===== src/rtl/mem_port_arbiter.sv =====
`default_nettype none
// ============================================================================
//  Module      : mem_port_arbiter
//  Description : Shares one 64-bit memory port between the instruction-fetch
//                unit (read-only) and the load/store unit (read/write). It
//                arbitrates, runs a single-cycle access, aligns the data by
//                access size and returns a buffered response.
//  Revision    : 1.0 - initial release
// ============================================================================
module mem_port_arbiter #(
  parameter int LSU_PRIO   = 1,
  parameter int RESET_LAST = 0
) (
  input  logic        clk,
  input  logic        reset,
  input  logic        if_req_valid,
  output logic        if_req_ready,
  input  logic [63:0] if_req_addr,
  output logic        if_resp_valid,
  input  logic        if_resp_ready,
  output logic [31:0] if_resp_inst,
  output logic        if_resp_err,
  input  logic        lsu_req_valid,
  output logic        lsu_req_ready,
  input  logic        lsu_req_we,
  input  logic [1:0]  lsu_req_size,
  input  logic [63:0] lsu_req_addr,
  input  logic [63:0] lsu_req_wdata,
  output logic        lsu_resp_valid,
  input  logic        lsu_resp_ready,
  output logic [63:0] lsu_resp_rdata,
  output logic        lsu_resp_err,
  output logic        mem_ce,
  output logic        mem_we,
  output logic [63:0] mem_addr,
  output logic [63:0] mem_wdata,
  output logic [7:0]  mem_wmask,
  input  logic [63:0] mem_rdata
);

  localparam logic c_lsu_prio   = (LSU_PRIO != 0);
  localparam logic c_reset_last = (RESET_LAST != 0);

  typedef enum logic [1:0] {
    ST_IDLE   = 2'd0,
    ST_ACCESS = 2'd1,
    ST_RESP   = 2'd2
  } state_t;

  state_t      r_state;
  logic        r_last;   // last granted requester: 0 = IF, 1 = LSU
  logic        r_id;     // owner of the in-flight request: 0 = IF, 1 = LSU
  logic        r_we;
  logic [1:0]  r_size;
  logic [2:0]  r_lane;   // byte offset inside the dword

  logic        w_grant_lsu;
  logic        w_grant_if;
  logic        w_accept;
  logic        w_sel_we;
  logic [1:0]  w_sel_size;
  logic [63:0] w_sel_addr;
  logic [63:0] w_sel_wdata;
  logic [2:0]  w_align_mask;
  logic [7:0]  w_size_mask;
  logic        w_misalign;
  logic [63:0] w_rshift;
  logic [63:0] w_load_data;

  // Choose the winner and mux its request fields; IF behaves as a word read
  always_comb begin
    w_grant_lsu = lsu_req_valid && (!if_req_valid || c_lsu_prio || !r_last);
    w_grant_if  = if_req_valid && !w_grant_lsu;
    w_accept    = (r_state == ST_IDLE) && !reset && (w_grant_lsu || w_grant_if);
    w_sel_we    = w_grant_lsu && lsu_req_we;
    w_sel_size  = w_grant_lsu ? lsu_req_size  : 2'd2;
    w_sel_addr  = w_grant_lsu ? lsu_req_addr  : if_req_addr;
    w_sel_wdata = w_grant_lsu ? lsu_req_wdata : 64'd0;
    case (w_sel_size)
      2'd0:    begin w_align_mask = 3'b000; w_size_mask = 8'h01; end
      2'd1:    begin w_align_mask = 3'b001; w_size_mask = 8'h03; end
      2'd2:    begin w_align_mask = 3'b011; w_size_mask = 8'h0F; end
      default: begin w_align_mask = 3'b111; w_size_mask = 8'hFF; end
    endcase
    w_misalign = |(w_sel_addr[2:0] & w_align_mask);
  end

  assign if_req_ready  = w_accept && w_grant_if;
  assign lsu_req_ready = w_accept && w_grant_lsu;

  // Shift read data down to the addressed byte and zero-extend to the size
  always_comb begin
    w_rshift = mem_rdata >> {r_lane, 3'b000};
    case (r_size)
      2'd0:    w_load_data = {56'd0, w_rshift[7:0]};
      2'd1:    w_load_data = {48'd0, w_rshift[15:0]};
      2'd2:    w_load_data = {32'd0, w_rshift[31:0]};
      default: w_load_data = w_rshift;
    endcase
  end

  // Arbitration / access / response state machine with registered outputs
  always_ff @(posedge clk) begin
    if (reset) begin
      r_state        <= ST_IDLE;
      r_last         <= c_reset_last;
      r_id           <= 1'b0;
      r_we           <= 1'b0;
      r_size         <= 2'd0;
      r_lane         <= 3'd0;
      if_resp_valid  <= 1'b0;
      if_resp_inst   <= 32'd0;
      if_resp_err    <= 1'b0;
      lsu_resp_valid <= 1'b0;
      lsu_resp_rdata <= 64'd0;
      lsu_resp_err   <= 1'b0;
      mem_ce         <= 1'b0;
      mem_we         <= 1'b0;
      mem_addr       <= 64'd0;
      mem_wdata      <= 64'd0;
      mem_wmask      <= 8'd0;
    end else begin
      case (r_state)
        ST_IDLE: begin
          if (w_accept) begin
            r_id   <= w_grant_lsu;
            r_last <= w_grant_lsu;
            r_we   <= w_sel_we;
            r_size <= w_sel_size;
            r_lane <= w_sel_addr[2:0];
            if (w_misalign) begin
              // Misaligned requests answer immediately without touching memory
              r_state <= ST_RESP;
              if (w_grant_lsu) begin
                lsu_resp_valid <= 1'b1;
                lsu_resp_err   <= 1'b1;
                lsu_resp_rdata <= 64'd0;
              end else begin
                if_resp_valid <= 1'b1;
                if_resp_err   <= 1'b1;
                if_resp_inst  <= 32'd0;
              end
            end else begin
              r_state   <= ST_ACCESS;
              mem_ce    <= 1'b1;
              mem_we    <= w_sel_we;
              mem_addr  <= {w_sel_addr[63:3], 3'b000};
              mem_wmask <= w_sel_we ? (w_size_mask << w_sel_addr[2:0]) : 8'h00;
              mem_wdata <= w_sel_we ? (w_sel_wdata << {w_sel_addr[2:0], 3'b000}) : 64'd0;
            end
          end
        end
        ST_ACCESS: begin
          r_state   <= ST_RESP;
          mem_ce    <= 1'b0;
          mem_we    <= 1'b0;
          mem_addr  <= 64'd0;
          mem_wdata <= 64'd0;
          mem_wmask <= 8'd0;
          if (r_id) begin
            lsu_resp_valid <= 1'b1;
            lsu_resp_err   <= 1'b0;
            lsu_resp_rdata <= r_we ? 64'd0 : w_load_data;
          end else begin
            if_resp_valid <= 1'b1;
            if_resp_err   <= 1'b0;
            if_resp_inst  <= r_lane[2] ? mem_rdata[63:32] : mem_rdata[31:0];
          end
        end
        ST_RESP: begin
          if ((r_id && lsu_resp_ready) || (!r_id && if_resp_ready)) begin
            r_state        <= ST_IDLE;
            if_resp_valid  <= 1'b0;
            if_resp_err    <= 1'b0;
            if_resp_inst   <= 32'd0;
            lsu_resp_valid <= 1'b0;
            lsu_resp_err   <= 1'b0;
            lsu_resp_rdata <= 64'd0;
          end
        end
        default: r_state <= ST_IDLE;
      endcase
    end
  end

endmodule
`default_nettype wire


===== config.mk =====
export PLATFORM = sky130hd
export DESIGN_NAME = mem_port_arbiter
export DESIGN_NICKNAME = d
export VERILOG_FILES = /design/src/rtl/mem_port_arbiter.sv
export SDC_FILE = /design/constraint.sdc
export NUM_CORES = 1
export LEC_CHECK = 0
export ABC_AREA = 1
export CAP_MARGIN = 20
export CORE_AREA = 8 8 192 194
export CTS_BUF_LIST = sky130_fd_sc_hd__clkbuf_16
export DETAILED_ROUTE_END_ITERATION = 10
export DIE_AREA = 0 0 200 202
export PLACE_DENSITY = 0.76
export SLEW_MARGIN = 30
export SYNTH_ARGS = -nofsm -noshare
export SYNTH_HDL_FRONTEND = slang
export SYNTH_SLANG_ARGS = --single-unit

===== constraint.sdc =====
create_clock -name clk -period 2.5 [get_ports clk]
set_clock_uncertainty 0.15 [all_clocks]
set_input_delay 0.375 -clock clk [delete_from_list [all_inputs] [get_ports clk]]
set_output_delay 0.375 -clock clk [all_outputs]
set_load 0.1 [all_outputs]

==> summary.txt <==
Clock tree
  • TritonCTS clock tree: yes
  • Clock root cell: sky130_fd_sc_hd__clkbuf_16
  • Clock Pin Slew Worst Setup and Hold Paths: approximately 0.060 ns
  • Maximum level of the CTS H-tree: 1
  • CTS sink cnt: 244
  • Number of clock buffers inserted by TritonCTS: 28
  • Clock latency at the later pin of the worst-skew pair: 0.57 ns
  • Max clock buf depth: 3

Synthesis
  • Flop and latch count out of synthesis: 244
  • Number of instances in the synthesized netlist: 2451
  • Total of warnings raised by yosys: 0
  • Cell area after synthesis: 14800 um2
  • Share of the yosys chip area belonging to registers: 0.330
  • Count of unique library cells instantiated by Yosys: 34
  • Syn_area_per_cell: 6.04 um2

Finish
  • Number of filler instances in the final layout: 3221
  • Fraction of layout cells with a size suffix above 1: 0.146
  • P&R area growth vs syn: 40.8%
  • Register area: 4890 um2
  • Count of placed standard cells in the final layout, fillers left out: 3355
  • Total area of multi-input combinational cells: 8620 um2
  • Layout Nets: between 3000 and 4000
  • Post-layout util: 0.614

STA
  • Unrepaired setup endpoints after global routing: false
  • Minimum period implied by the final worst setup slack: 2.37 ns
  • Number of max-slew violations in the final report: 0
  • Final hold violation count: 0
  • Finish-stage setup viols: 0
  • Fin Hold WS: approximately 0.28 ns
  • Final Cycle Share: 0.947
  • Least-Margin Pin Slew: 0.913 ns
  • Highest Clock Rate: 423 MHz
  • Worst rel slew slack: 0.391
  • Accumulated negative setup slack: 0 ns

Routing
  • Via count: 18400
  • Final Routed Wirelength: 66400 um
  • Count of nets left with antenna violations after detail routing: 0
  • First-pass detailed-route iteration total: 5
  • Drt first-iter violations: 1831
  • Number of vias per cell after detailed routing: 5.48
  • Routed wire length per instance: 19.8 um
  • Drt drc: 0

Global routing
  • First-pass GRT wire length: 98900 um
  • Number of global-route vias before repair: 17400
  • Pin count of the biggest net entering global routing: 87
  • Global route total overflow: 0
  • Number of antenna violations at the first check in global routing: 1
  • Total routing resource utilization after global routing: 0.309

Worst setup path
  • Cell with the largest stage delay on the worst path: sky130_fd_sc_hd__dlygate4sd3_1
  • CP Data Arrival Time: 1.84 ns
  • Launching element of the worst setup path: reset
  • Highest cell delay on the worst timing path: 0.59 ns
  • Type of origin of the critical path: primary input
  • Critical path required time: 1.98 ns
  • Maximum fanout along the worst path: 10
  • Capturing element type of the critical path: primary output
  • Kind of critical path: in2out
  • Source of the worst register-to-register timing path: r_state[1]
  • Cell-by-cell listing of the critical path: dlygate4sd3_1 > buf_6 > inv_1 > nand2_1 > nor2_2 > inv_2 > nor2_4 > buf_12

Floorplan
  • Starting Density: 0.436
  • Core Footprint: ~34000 um2
  • Die Area: 40400 um2
  • Die outline height: ~200 um
  • Number of top-level pins: 505
  • Site row count: 68
  • Width of the die: 200 um

Power
  • Total power divided by cell area: between 700 and 800 nW/um2
  • Final Total Pwr: 16.5 mW
  • Total leakage power: 9.06 nW
  • Peak supply drop: 1.05 mV

Placed design
  • Global placement routability congestion: 0.989
  • Number of buffer cells added on primary ports: 501
  • DP Cell Count: 3301
  • Half-perimeter wire length of the detailed placement result: between 50000 and 60000 um

Run
  • Count of max-cap constraint violations: 0

Min path
  • Min-delay src: lsu_req_valid
  • Path type of the worst min-delay path: in2reg

Run status
  • Result of the run: complete, no violations
[cell usage after synthesis]
cell                       number  area share
sky130_fd_sc_hd__dfxtp_1      244        0.33
sky130_fd_sc_hd__nand2_2        7      0.0030
sky130_fd_sc_hd__or2_2          8      0.0034
sky130_fd_sc_hd__buf_2         66       0.022
sky130_fd_sc_hd__a21boi_0      37       0.019
sky130_fd_sc_hd__and2_1         1     0.00042
sky130_fd_sc_hd__nor4_1         9      0.0038
sky130_fd_sc_hd__o21a_1         1     0.00051
sky130_fd_sc_hd__nor2_1       204       0.052
sky130_fd_sc_hd__a211oi_1       8      0.0041
sky130_fd_sc_hd__nand3_2        2      0.0014
sky130_fd_sc_hd__ha_1           4      0.0034
sky130_fd_sc_hd__nor3_1        21      0.0071
sky130_fd_sc_hd__a21oi_1      319        0.11
sky130_fd_sc_hd__o211ai_1       6      0.0030
sky130_fd_sc_hd__clkbuf_1     114       0.029
sky130_fd_sc_hd__buf_6         11      0.0084
sky130_fd_sc_hd__inv_2          3     0.00076
sky130_fd_sc_hd__o21ai_0      110       0.037
sky130_fd_sc_hd__inv_1         79       0.020
sky130_fd_sc_hd__clkinv_1       4      0.0010
sky130_fd_sc_hd__and2_0         4      0.0017
sky130_fd_sc_hd__o22ai_1        2     0.00084
sky130_fd_sc_hd__buf_4         15      0.0076
sky130_fd_sc_hd__nand4_1       92       0.039
sky130_fd_sc_hd__o21ai_2        1     0.00059
sky130_fd_sc_hd__nor2_4         1     0.00076
sky130_fd_sc_hd__mux2i_1        3      0.0020
sky130_fd_sc_hd__nand2_1      852        0.22
sky130_fd_sc_hd__nor2_2         1     0.00042
sky130_fd_sc_hd__buf_1         12      0.0030
sky130_fd_sc_hd__conb_1         1     0.00025
sky130_fd_sc_hd__nand2_4        1     0.00076
sky130_fd_sc_hd__nand3_1      208       0.070
[final cells by class]
type                       instances  share of cell area
inverter                          86              0.0155
clock inverter                    21             0.00702
sequential                       244               0.235
timing repair buffer             615               0.269
tap                              455              0.0273
antenna                            1            0.000120
multi-input combinational       1905               0.413
clock buffer                      28              0.0336
[power by group]
| group | internal [mW] | leakage, nW | total (mW) | switching (mW) |
|---|---|---|---|---|
| clock | 2.13 | 0.444 | 3.82 | 1.69 |
| combinational | 2.20 | 6.64 | 8.17 | 5.97 |
| sequential | 4.28 | 1.98 | 4.53 | 0.250 |
[placed cells by master (no fill, tap or decap), drive strengths merged]
cell	netlist	routed
nand2	860	860
buf	104	352
a21oi	319	319
clkdlybuf4s50	0	261
dfxtp	244	244
nand3	210	210
nor2	206	206
o21ai	111	111
inv	82	93
nand4	92	92
a21boi	37	37
clkbuf	114	28
nor3	21	21
clkinv	4	12
nor4	9	9
or2	8	8
a211oi	8	8
o211ai	6	6
and2	5	5
ha	4	4
mux2i	3	3
conb	1	3
o22ai	2	2
dlygate4sd3	0	2
diode	0	1
o21a	1	1
clkinvlp	0	1
bufinv	0	1
[kinds of logic after synthesis]
logic type	synth area share
flops	0.330
compound gates	0.173
fa+ha+maj	0.00338
mux	0.00203
buf+inv	0.0920
other cells	0.000253
simple gates	0.400
[sequential cells by signal, indices dropped and copies added, names as in the netlist]
register / cells
if_resp_err: 1
mem_ce: 1
r_state: 2
r_id: 1
mem_addr: 61
if_resp_inst: 32
r_lane: 3
r_size: 2
lsu_resp_rdata: 64
mem_wmask: 8
if_resp_valid: 1
mem_we: 1
mem_wdata: 64
lsu_resp_err: 1
r_we: 1
lsu_resp_valid: 1
[worst paths after layout]
check,endpoint,slack (ns),depth (start not counted)
hold / removal,r_we,0.28,6
setup / recovery,if_req_ready,0.13,8
setup reg to reg,mem_addr[49],0.26,7
hold reg to reg,mem_addr[34],0.31,2
[metal layers]
metal  GRT usage  share of wire  routed length [um]  vias to the layer above
met3      0.0664          0.093                6170                      138
met4       0.131          0.042                2810                        2
met5           0        0.00020                  13                        -
met1       0.378           0.39               25700                     8462
met2       0.513           0.48               31700                      876
li1            -              -                   -                     8922
[worst max-delay path, delay by kind of cell]
| family | cells | cell delay [ns] |
|---|---|---|
| buffers and inverters | 5 | 1.09 |
| AND/OR/NAND/NOR | 3 | 0.36 |
[timing repair]
action	CTS	global route
endpoints found under the setup margin	1	1
pin swaps	2	1
endpoints found under the hold margin	6	0
gates resized for setup	7	0
hold buffers	2	0
setup buffers	1	2
[metrics by stage]
stage / worst slack (ns) / area [um2]
final: 0.134 / 20900
after global routing: 0.0412 / 20800
after CTS: 0.0338 / 20800
after detailed placement: 0.0525 / 19900
after global placement: 0.0467 / 19900
after floorplan: -0.0373 / 14800
Note: power is estimated with default switching activity, not from simulation.
